$ cat config.mk
export PLATFORM = sky130hd
export DESIGN_NAME = mmio_ctrl
export DESIGN_NICKNAME = d
export VERILOG_FILES = /design/src/rtl/mmio_ctrl.sv
export SDC_FILE = /design/constraint.sdc
export NUM_CORES = 1
export LEC_CHECK = 0
export BUFFER_PORTS_ARGS = -buffer_cell sky130_fd_sc_hd__buf_2
export CAP_MARGIN = 40
export CORE_AREA = 2 2 212 214
export CTS_BUF_LIST = sky130_fd_sc_hd__clkbuf_16
export CTS_CLUSTER_DIAMETER = 200
export DETAILED_ROUTE_END_ITERATION = 8
export DIE_AREA = 0 0 214 216
export SYNTH_ARGS = -nofsm -noshare
export SYNTH_HDL_FRONTEND = slang
export SYNTH_SLANG_ARGS = --single-unit
$ cat constraint.sdc
create_clock -name clk -period 20.2 [get_ports clk]
set_input_delay 5.05 -clock clk [delete_from_list [all_inputs] [get_ports clk]]
set_output_delay 5.05 -clock clk [all_outputs]
set_load 0.05 [all_outputs]
$ cat src/rtl/mmio_ctrl.sv
// Memory-mapped I/O controller: LED/HEX outputs, debounced keys and switches,
// sticky key-press flags, a programmable wrap timer and one level interrupt.
module mmio_ctrl #(
    parameter int                 DBITS      = 32,
    parameter logic [DBITS-1:0]   ADDR_BASE  = DBITS'(32'hF000_0000),
    parameter int                 NUM_KEYS   = 4,
    parameter int                 NUM_SW     = 10,
    parameter int                 NUM_LEDR   = 10,
    parameter int                 NUM_LEDG   = 8,
    parameter int                 HEX_DIGITS = 4,
    parameter int                 DEBOUNCE   = 100000
) (
    input  logic                    clk,
    input  logic                    reset,
    input  logic [DBITS-1:0]        addr,
    input  logic                    wr_en,
    input  logic [DBITS-1:0]        wr_data,
    output logic                    hit,
    output logic [DBITS-1:0]        rd_data,
    input  logic [NUM_KEYS-1:0]     KEY,
    input  logic [NUM_SW-1:0]       SW,
    output logic [4*HEX_DIGITS-1:0] HEX,
    output logic [NUM_LEDR-1:0]     LEDR,
    output logic [NUM_LEDG-1:0]     LEDG,
    output logic                    irq
);

    localparam int HEXW = 4 * HEX_DIGITS;
    localparam int NIN  = NUM_KEYS + NUM_SW;
    localparam int CW   = $clog2(DEBOUNCE + 1);
    localparam logic [CW-1:0]  DB_TOP = CW'(DEBOUNCE - 1);
    // Raw-pin idle levels: keys released (1), switches low.
    localparam logic [NIN-1:0] IN_RST = {{NUM_SW{1'b0}}, {NUM_KEYS{1'b1}}};

    localparam logic [DBITS-1:0] OFF_HEX   = DBITS'(32'h00);
    localparam logic [DBITS-1:0] OFF_LEDR  = DBITS'(32'h04);
    localparam logic [DBITS-1:0] OFF_LEDG  = DBITS'(32'h08);
    localparam logic [DBITS-1:0] OFF_KDATA = DBITS'(32'h10);
    localparam logic [DBITS-1:0] OFF_SDATA = DBITS'(32'h14);
    localparam logic [DBITS-1:0] OFF_KPEND = DBITS'(32'h18);
    localparam logic [DBITS-1:0] OFF_KIE   = DBITS'(32'h1C);
    localparam logic [DBITS-1:0] OFF_TCNT  = DBITS'(32'h20);
    localparam logic [DBITS-1:0] OFF_TLIM  = DBITS'(32'h24);
    localparam logic [DBITS-1:0] OFF_TCTRL = DBITS'(32'h28);

    logic [HEXW-1:0]     hex_q, hex_d;
    logic [NUM_LEDR-1:0] ledr_q, ledr_d;
    logic [NUM_LEDG-1:0] ledg_q, ledg_d;
    logic [NIN-1:0]      sync1_q, sync1_d;
    logic [NIN-1:0]      sync2_q, sync2_d;
    logic [NIN-1:0]      deb_q, deb_d;
    logic [CW-1:0]       cnt_q [NIN];
    logic [CW-1:0]       cnt_d [NIN];
    logic [NUM_KEYS-1:0] kpend_q, kpend_d;
    logic [NUM_KEYS-1:0] kie_q, kie_d;
    logic [DBITS-1:0]    tcnt_q, tcnt_d;
    logic [DBITS-1:0]    tlim_q, tlim_d;
    logic                en_q, en_d;
    logic                ie_q, ie_d;
    logic                wrap_q, wrap_d;
    logic                irq_q, irq_d;

    logic [DBITS-1:0]    off;
    logic                sel_hex, sel_ledr, sel_ledg, sel_kpend, sel_kie;
    logic                sel_tcnt, sel_tlim, sel_tctrl;
    logic [NUM_KEYS-1:0] kdata_cur, kdata_nxt, kpend_clr;
    logic                wr, wrap_set, tc_hit;

    // Debounced key level is stored as the raw pin value; KDATA reports it inverted.
    assign kdata_cur = ~deb_q[NUM_KEYS-1:0];
    assign kdata_nxt = ~deb_d[NUM_KEYS-1:0];

    always_comb begin
        off       = addr - ADDR_BASE;
        hit       = 1'b1;
        rd_data   = '0;
        sel_hex   = 1'b0;
        sel_ledr  = 1'b0;
        sel_ledg  = 1'b0;
        sel_kpend = 1'b0;
        sel_kie   = 1'b0;
        sel_tcnt  = 1'b0;
        sel_tlim  = 1'b0;
        sel_tctrl = 1'b0;
        case (off)
            OFF_HEX:   begin sel_hex   = 1'b1; rd_data = DBITS'(hex_q);  end
            OFF_LEDR:  begin sel_ledr  = 1'b1; rd_data = DBITS'(ledr_q); end
            OFF_LEDG:  begin sel_ledg  = 1'b1; rd_data = DBITS'(ledg_q); end
            OFF_KDATA: rd_data = DBITS'(kdata_cur);
            OFF_SDATA: rd_data = DBITS'(deb_q[NIN-1:NUM_KEYS]);
            OFF_KPEND: begin sel_kpend = 1'b1; rd_data = DBITS'(kpend_q); end
            OFF_KIE:   begin sel_kie   = 1'b1; rd_data = DBITS'(kie_q);   end
            OFF_TCNT:  begin sel_tcnt  = 1'b1; rd_data = tcnt_q;          end
            OFF_TLIM:  begin sel_tlim  = 1'b1; rd_data = tlim_q;          end
            OFF_TCTRL: begin sel_tctrl = 1'b1; rd_data = DBITS'({wrap_q, ie_q, en_q}); end
            default:   hit = 1'b0;
        endcase
    end

    always_comb begin
        wr      = wr_en & hit;
        hex_d   = (wr && sel_hex)  ? wr_data[HEXW-1:0]     : hex_q;
        ledr_d  = (wr && sel_ledr) ? wr_data[NUM_LEDR-1:0] : ledr_q;
        ledg_d  = (wr && sel_ledg) ? wr_data[NUM_LEDG-1:0] : ledg_q;
        kie_d   = (wr && sel_kie)  ? wr_data[NUM_KEYS-1:0] : kie_q;
        tlim_d  = (wr && sel_tlim) ? wr_data               : tlim_q;

        sync1_d = {SW, KEY};
        sync2_d = sync1_q;
        deb_d   = deb_q;
        for (int i = 0; i < NIN; i++) begin
            cnt_d[i] = '0;
            if (sync2_q[i] != deb_q[i]) begin
                if (cnt_q[i] == DB_TOP) deb_d[i] = sync2_q[i];
                else                    cnt_d[i] = cnt_q[i] + CW'(1);
            end
        end

        // A press detected on the same edge as a W1C clear keeps the flag set.
        kpend_clr = (wr && sel_kpend) ? wr_data[NUM_KEYS-1:0] : '0;
        kpend_d   = (kpend_q & ~kpend_clr) | (kdata_nxt & ~kdata_cur);

        tc_hit   = (tlim_q != '0) ? (tcnt_q == tlim_q - DBITS'(1)) : (&tcnt_q);
        tcnt_d   = tcnt_q;
        wrap_set = 1'b0;
        if (wr && sel_tcnt) begin
            tcnt_d = wr_data;
        end else if (en_q) begin
            if (tc_hit) begin
                tcnt_d   = '0;
                wrap_set = 1'b1;
            end else begin
                tcnt_d = tcnt_q + DBITS'(1);
            end
        end

        en_d   = (wr && sel_tctrl) ? wr_data[0] : en_q;
        ie_d   = (wr && sel_tctrl) ? wr_data[1] : ie_q;
        wrap_d = (wrap_q & ~(wr && sel_tctrl && wr_data[2])) | wrap_set;

        irq_d  = (|(kpend_q & kie_q)) | (wrap_q & ie_q);
    end

    always_ff @(posedge clk or posedge reset) begin
        if (reset) begin
            hex_q   <= '0;
            ledr_q  <= '0;
            ledg_q  <= '0;
            sync1_q <= IN_RST;
            sync2_q <= IN_RST;
            deb_q   <= IN_RST;
            for (int i = 0; i < NIN; i++) cnt_q[i] <= '0;
            kpend_q <= '0;
            kie_q   <= '0;
            tcnt_q  <= '0;
            tlim_q  <= '0;
            en_q    <= 1'b0;
            ie_q    <= 1'b0;
            wrap_q  <= 1'b0;
            irq_q   <= 1'b0;
        end else begin
            hex_q   <= hex_d;
            ledr_q  <= ledr_d;
            ledg_q  <= ledg_d;
            sync1_q <= sync1_d;
            sync2_q <= sync2_d;
            deb_q   <= deb_d;
            for (int i = 0; i < NIN; i++) cnt_q[i] <= cnt_d[i];
            kpend_q <= kpend_d;
            kie_q   <= kie_d;
            tcnt_q  <= tcnt_d;
            tlim_q  <= tlim_d;
            en_q    <= en_d;
            ie_q    <= ie_d;
            wrap_q  <= wrap_d;
            irq_q   <= irq_d;
        end
    end

    assign HEX  = hex_q;
    assign LEDR = ledr_q;
    assign LEDG = ledg_q;
    assign irq  = irq_q;

endmodule

* Yosys cells after proc, flatten, opt, wreduce, memory -nomap -nowiden
Index checks and enable logic that the tools add are counted.
** Word-level totals
- Flip-flop bits (word level) :: 390
- Memory bits (writable) :: 0
- ROM bits :: 0
- Latch bits :: 0
- Bits of input ports :: 81
- Memories :: 0
- Logic and storage cells :: 186
- Output and inout bits :: 68
** Cells by class
- Div/mod/pow operators :: 0
- Order comparisons :: 0
- $mul :: 0
- Reductions and logical operators :: 25
- Eq/ne operators :: 38
- Add/sub/neg operators :: 17
- Shifts and indexed selects :: 0
- Bitwise operators :: 14
- Multiplexer cells :: 54
** Operator list (count)
- 2-to-1 mux 17 bit :: 28
- one-hot mux 32 bit (10 select lines) :: 1
- adder 17 x 1 -> 17 bit (second input constant) :: 14
- == test 17 bit (second input constant) :: 14
- == test 32 x 5 -> 1 bit (second input constant) :: 4
- == test 32 x 6 -> 1 bit (second input constant) :: 3
- 2-to-1 mux 32 bit :: 3
- adder 32 x 1 -> 32 bit (second input constant) :: 1
- == test 32 x 3 -> 1 bit (second input constant) :: 1
- == test 32 bit :: 1
- == test 32 x 4 -> 1 bit (second input constant) :: 1
- zero test 32 bit :: 1
- AND reduction 32 bit :: 1
- nonzero test 32 bit :: 1
- subtractor 32 x 1 -> 32 bit (second input constant) :: 1
- subtractor 32 bit (second input constant) :: 1
- 2-to-1 mux 1 bit :: 21
- AND reduction 2 bit :: 10
- inverter 4 bit :: 4
- inequality test 1 bit :: 14
- AND 4 bit :: 3
- OR reduction 10 bit :: 1
- logical AND 1 bit :: 9
- 2-to-1 mux 4 bit :: 1
- 6 further kinds :: 9

* Logic depth before layout (Yosys ltp)
Gate-level depths: netlist (run 1).
- Depth after elaboration :: 10
- Depth in mapped cells :: 13
- Mapped depth without buffers :: 11

* Worst setup path before layout (run 1)
Ideal clock, no wire load.
- Path type :: input to output
- Start point :: input addr[1]
- End point :: output hit
- Stages :: 3
- Buffers on the path :: 0
- Path slack :: 7.002 ns
- Required time :: 15.150 ns
- Arrival :: 8.148 ns
- Path through :: nor4b_1 > nand4_1 > a2111oi_0
** Between the ends
- Longest elaborated chain between the ends :: 4
- Elaborated cells between the ends (all ways) :: 13
- Classes of those cells :: 1 x add/sub; 9 x eq/ne; 1 x mux; 2 x reduce/logical
** RTL lines
- start: declaration :: line 15 : input logic [DBITS-1:0] addr,
- subtractor 32 bit (*) :: line 74 : off = addr - ADDR_BASE;
- == test 32 x 6 -> 1 bit, or another cell as far along :: line 85 : case (off)
- OR reduction 10 bit (no line) (*)
- 2-to-1 mux 1 bit (*) :: line 85
- end: declaration :: line 18 : output logic hit,
Mark *: on every way between the ends. The rest lies on a longest branch, timed or not.

* Worst setup path in the final report (run 1)
- Start point :: input addr[1]
- End point :: output rd_data[4]
** Between the ends
- Longest elaborated chain between the ends :: 3
- Elaborated cells between the ends (all ways) :: 12
- Classes of those cells :: 1 x add/sub; 9 x eq/ne; 1 x mux; 1 x reduce/logical
** RTL lines
- subtractor 32 bit (*) :: line 74
- == test 32 x 6 -> 1 bit, or another cell as far along :: line 85
- one-hot mux 32 bit (10 select lines) (*) :: line 85
- end: declaration :: line 19 : output logic [DBITS-1:0] rd_data,
Marked as above.

==> results of run 1 <==
power by group through the flow:
| stage | sequential [mW] | clock (mW) | combinational [mW] |
|---|---|---|---|
| after detailed placement | 0.815 | 0 | 0.0570 |
| after CTS | 0.801 | 0.836 | 0.0575 |
| final | 0.801 | 0.812 | 0.0553 |
| after floorplan | 0.813 | 0 | 0.0346 |
| after global placement | 0.815 | 0 | 0.0542 |
| after global routing | 0.802 | 0.870 | 0.0641 |
registers in the layout (all words and copies together), names as in the netlist:
register / cells
HEX: 16
LEDG: 8
LEDR: 10
cnt_q: 238
deb_q: 14
en_q: 1
ie_q: 1
irq: 1
kie_q: 4
kpend_q: 4
sync1_q: 14
sync2_q: 14
tcnt_q: 32
tlim_q: 32
wrap_q: 1
critical path: cells and delay by family:
family | cells | cell delay, ps
simple gates | 5 | 1540
compound gates | 1 | 180
buf+inv | 3 | 830
Yosys cell counts, types with 22 or more instances:
cell,number
a21oi_1,25
a31oi_1,27
and3_1,62
clkbuf_1,81
dfrtp_1,378
inv_1,43
mux2_2,69
nand2_1,162
nand3_1,117
nand4_1,59
nor2_1,343
nor3_1,50
nor4_1,36
o21ai_0,65
or3_1,22
xnor2_1,87
xor2_1,173
path summary, 6_finish.rpt:
kind,depth (start not counted),from,end,slack [ps]
setup / recovery,9,addr[1],rd_data[4],7530
hold / removal,0,sync1_q[10]$_DFF_PP0_,sync2_q[10]$_DFF_PP0_,340
setup reg to reg,12,tlim_q[0]$_DFFE_PP0P_,tcnt_q[5]$_DFFE_PP0P_,16050
hold reg to reg,0,sync1_q[10]$_DFF_PP0_,sync2_q[10]$_DFF_PP0_,340
max in group asynchronous,8,reset,cnt_q[29]$_DFF_PP0_,12930
min in group asynchronous,2,reset,sync1_q[11]$_DFF_PP0_,4510
cell type report:
class                      instances  area share [%]
tap                              592           3.294
clock buffer                      46           5.118
multi-input combinational       1502           41.55
timing repair buffer             167           4.362
antenna                            2         0.02225
clock inverter                    34           1.435
sequential                       390           43.46
inverter                          43          0.7511
cell families (layout without fill, tap and decap cells):
| group | count (synthesis) | in the layout | synth area share (%) |
|---|---|---|---|
| and+or+nand+nor | 956 | 956 | 23.80 |
| DFF | 390 | 390 | 49.93 |
| xor gates and xnor gates | 261 | 261 | 11.75 |
| AOI/OAI and AO/OA | 194 | 194 | 6.609 |
| buffers and inverters | 131 | 290 | 2.614 |
| muxes | 75 | 75 | 4.276 |
| adders and majority gates | 16 | 16 | 1.023 |
| other | 0 | 2 | 0 |
routing by layer:
metal / wire length (µm) / vias up
met3: 2905 / 69
met1: 21380 / 7252
met2: 21820 / 305
met5: 0 / -
met4: 1200 / 0
li1: - / 7269
metrics by stage:
step	instances	instance area, µm²	setup slack [ps]
3_5_place_dp	2694	21010	7515
4_1_cts	2774	22480	7510
6_report	2776	22490	7534
3_3_place_gp	2686	20850	7307
2_1_floorplan	2023	19580	4329
5_1_grt	2776	22490	7396
==> flow_summary.yaml, run 1 <==
clock_tree:
  cts.sinks: 390
  clk_pin_slew_ps: 60
  post_cts_resized: 0
  root_buffer: "clkbuf_16"
  clkLatencyLatePin_ps: 570
  htreeDepth: 2
  cts_buffer_depth: 3
  cts_setup_buffers: 0
  numCtsBuffers: 44
  hold_buffers: 0
  cts_tree: "done"
drt:
  drc_errors: 0
  wl_um: 47310
  firstDrtPassIters: 9
  route.vias.total: 14900
  detail-route-antenna-nets: 0
  wl_per_cell_um: 17.04
  initialDrtViolationCount: 1071
  drt-vias-per-instance: 5.366
timing:
  fmax_mhz: 78.95
  slew_headroom_pct: 43.05
  worst_pin_slew_ps: 854.3
  hold_viol_final: 0
  slew_violations: 0
  finalCritPeriodShare_pct: 62.70
  whs_ps: 344.1
  fin_crit_ps: 12670
  setup_viol: 0
  tns_ps: 0
  finClkSkew_ps: 13.08
  grt_setup_unrepaired: "no"
logic_synthesis:
  async_reset_ff_share_pct: 100.0
  synth_top_area_cell: "dfrtp_1"
  yosysUniqueCellTypes: 64
  synth_edf_count: 0
  synth.area.top_cells: "dfrtp_1 48%, xor2_1 7.7%, nor2_1 6.6%"
  synth.avg_cell_area_um2: 9.676
  syn_inst: 2023
  dominantRegCellSynth: "dfrtp_1"
  synth_seq_cells: 390
  syn_nets: 2120
  yosysSeqAreaShare_pct: 49.93
  synth_top_area_share_pct: 48.32
  syn_area_um2: 19580
  ys_warn_count: 0
job:
  cap_violations: 0
worst_setup_path:
  crit_type: "in -> out"
  cp_slowest_cell: "or3_1"
  cp.required_ps: 15150
  crit_top_cell: "buf_2"
  crit_arrival_ps: 7620
  startpoint_type: "primary input"
  slowest_delay_ps: 540
  cp-end-kind: "primary output"
  worstPathCellList: "buf_2, nor4b_1, nand4_1, or3_1, nor4bb_4, buf_4, a222oi_1, nand2_1, buf_2"
  cp_max_fo: 33
placed_design:
  gp_congestion: 0.9012
  dpl.hpwl_um: 33360
  numPortBuffers: 148
grt:
  grt_start_max_net_pins: 68
  grt_pass1_wl_um: 78070
  antenna_found_initial: 2
  grt.met2_usage_pct: 32.99
  grt_use_met1_pct: 27.39
  grt_pass1_vias: 14890
  grt_usage_pct: 20.62
  grt_overflow: 0
  use_met3_pct: 4.919
  grt-busiest-layer: "met2"
cells_and_area:
  syn_to_final_growth_pct: 14.89
  num-nets-final: 2245
  multiInputGateArea_um2: 9345
  post-route-util_pct: 51.30
  final_common_cell: "dfrtp_1"
  seqCellArea_um2: 9774
  drive_above_1_share_pct: 15.77
  final_cell_mix: "378 x dfrtp_1, 343 x nor2_1, 173 x xor2_1"
  num-fill-cells: 4049
pwr:
  p_int_mw: 1.298
  total_power_mw: 1.669
  total_leakage_power_nw: 10.34
  p_seq_share_pct: 48.0
  power_switching_uw: 370.7
  pwr-share-clk_pct: 48.7
  ir_drop_v: 0.00005908
  power.density_nw_per_um2: 74.19
  swShare_pct: 22.22
  combinationalPowerShare_pct: 3.3
status:
  status: "completed"
die:
  core_um2: 43840
  die_w_um: 214
  std_cell_rows: 77
  die_h_um: 216
  initial_core_util_pct: 44.66
  dieArea_um2: 46220
  pin_count: 149
worst_hold_path:
  hold_class: "reg -> reg"
Note: power is estimated with default switching activity, not from simulation.
==> run 2, diff against run 1 <==
clock period = 11.95 ns   (was 20.2 ns; I/O delays follow)
==> run 2 against run 1 <==
  * Sequential cell count stayed put
  * Highest routed layer unchanged
  * Non-clock buffer count is 3 higher
  * Routed wire length hardly changed
  * Combinational power is 75% higher
  * Clock-buffer cell count is 2 lower
  * Cell count stayed put
  * Setup slack worse by 4000 ps
  * Core utilization hardly changed
  * Critical path type unchanged
==> flow_summary.yaml, run 2 (synthesized netlist as in run 1, its figures left out) <==
pwr:
  p_int_mw: 2.150
  power.density_nw_per_um2: 123.7
  power_switching_uw: 630.4
  p_seq_share_pct: 48.7
  combinationalPowerShare_pct: 3.5
  total_leakage_power_nw: 10.31
  pwr-share-clk_pct: 47.8
  swShare_pct: 22.67
  ir_drop_v: 0.0001055
die:
  dieArea_um2: 46220
  initial_core_util_pct: 44.66
  core_um2: 43840
  die_w_um: 214
  pin_count: 149
  std_cell_rows: 77
  die_h_um: 216
grt:
  antenna_found_initial: 2
  grt_overflow: 0
  grt_usage_pct: 20.62
  grt_pass1_vias: 14900
  grt_pass1_wl_um: 77890
  grt_start_max_net_pins: 65
status:
  status: "completed"
drt:
  firstDrtPassIters: 5
  detail-route-antenna-nets: 0
  wl_per_cell_um: 17.05
  route.vias.total: 15050
  wl_um: 47320
  drt-vias-per-instance: 5.422
  initialDrtViolationCount: 930
  drc_errors: 0
cells_and_area:
  drive_above_1_share_pct: 15.63
  num-nets-final: 2248
  final_common_cell: "dfrtp_1"
  reg_top3: "cnt_q: 238 flops, tcnt_q: 32 flops, tlim_q: 32 flops"
  stdcell_area_um2: 22470
  syn_to_final_growth_pct: 14.79
  top_register: "cnt_q"
  final_cell_mix: "378 x dfrtp_1, 343 x nor2_1, 173 x xor2_1"
  largest_register_ffs: 238
worst_setup_path:
  startpoint_type: "primary input"
  cpLargestDelayFamily: "simple AND/OR/NAND/NOR gates"
  worst-path-buf-inv: 3
  crit_arrival_ps: 5450
  r2r_slack_ps: 7930
  cp_slowest_cell: "or3_1"
  ff2ff_path_depth: 12
  crit_type: "in -> out"
  reg2reg_to: "tcnt_q[15]$_DFFE_PP0P_"
  timing.rr.start: "tlim_q[0]$_DFFE_PP0P_"
  cp-end-kind: "primary output"
  slowest_delay_ps: 540
  crit_top_cell: "buf_2"
  cp.required_ps: 8960
  cp_max_fo: 33
  worstPathCellList: "buf_2, nor4b_1, nand4_1, or3_1, nor4bb_4, buf_4, a222oi_1, nand2_1, buf_2"
worst_hold_path:
  hold_class: "reg -> reg"
  hold_path.startpoint: "sync1_q[8]$_DFF_PP0_"
  min_path_cells: 0
  hold_end: "sync2_q[8]$_DFF_PP0_"
clock_tree:
  clk_pin_slew_ps: 60
  hold_buffers: 0
  cts.sinks: 390
  numCtsBuffers: 44
  htreeDepth: 2
  post_cts_resized: 0
  cts_buffer_depth: 3
  clkLatencyLatePin_ps: 580
  cts_setup_buffers: 0
  cts_tree: "done"
  root_buffer: "clkbuf_16"
job:
  cap_violations: 0
timing:
  finalCritPeriodShare_pct: 70.59
  tns_ps: 0
  finClkSkew_ps: 18.07
  worst_slack_ps: 3515
  whs_ps: 350.2
  slew_headroom_pct: 43.78
  slew_violations: 0
  hold_viol_final: 0
  fmax_mhz: 118.6
  worst_pin_slew_ps: 843.3
  grt_setup_unrepaired: "no"
  fin_crit_ps: 8435
  setup_viol: 0
placed_design:
  gp_congestion: 0.8812
  dpl-instance-area_um2: 21060
  place_ws_ps: 3516
  dpl.hpwl_um: 33630
  numPortBuffers: 148
[run 2: changes by cell type in the layout (fill, tap and decap cells not counted), sizes merged]
cell      delta
buf          +3
clkbuf       -2
bufinv       -1
clkinv       -1
clkinvlp     +1
[run 2: power by group through the flow]
| stage | logic, mW | registers (mW) | clock network, mW |
|---|---|---|---|
| 2_1_floorplan | 0.0586 | 1.37 | 0 |
| 3_3_place_gp | 0.0921 | 1.38 | 0 |
| 3_5_place_dp | 0.0987 | 1.38 | 0 |
| 4_1_cts | 0.0994 | 1.35 | 1.37 |
| 5_1_grt | 0.111 | 1.36 | 1.42 |
| 6_report | 0.0965 | 1.35 | 1.33 |
[run 2: how the worst max path moves through the flow]
| stage | endpoint | from | slack, ps | cells past startpoint |
|---|---|---|---|---|
| after floorplan | hit | addr[1] | 2880 | 3 |
| after global placement | rd_data[2] | addr[25] | 3220 | 8 |
| after detailed placement | rd_data[5] | addr[1] | 3520 | 9 |
| after CTS | rd_data[5] | addr[1] | 3510 | 9 |
| after global routing | rd_data[6] | addr[1] | 3250 | 9 |
| final | rd_data[6] | addr[1] | 3510 | 9 |
[run 2: area by class of cell]
class / count / area (µm²)
Clock inverter: 33 / 307.8
Inverter: 43 / 165.2
Fill cell: 4026 / 21370
Timing Repair Buffer: 170 / 1031
Sequential cell: 390 / 9774
Antenna cell: 2 / 5.005
Clock buffer: 44 / 1101
Multi-Input combinational cell: 1502 / 9345
Tap cell: 592 / 740.7
[run 2: worst register-to-register path: stages (launching register included)]
cell and delay [ps]:
dfrtp_1 470, inv_1 90, ha_1 190, nor3b_1 620, nand3_1 330, o311ai_0 360, o31ai_1 150, o211ai_1 160
a2111oi_4 90, or3_1 590, buf_8 250, or4_1 480, a31oi_1 170
[run 2: through the flow]
| stage | power, mW | util [%] | std cells |
|---|---|---|---|
| after floorplan | 1.433 | - | 2023 |
| final | 2.780 | 51.26 | 2776 |
| after global placement | 1.470 | 47.58 | 2687 |
| after CTS | 2.822 | 51.25 | 2774 |
| after global routing | 2.892 | 51.26 | 2776 |
| after detailed placement | 1.477 | 48.03 | 2697 |
[run 2: per-layer routing]
layer	vias up	wire, µm	global-route usage, %
met2	265	21390	32.44
met1	7418	21670	27.65
met4	0	1191	6.387
li1	7304	-	-
met3	64	3074	5.863
met5	-	0	0
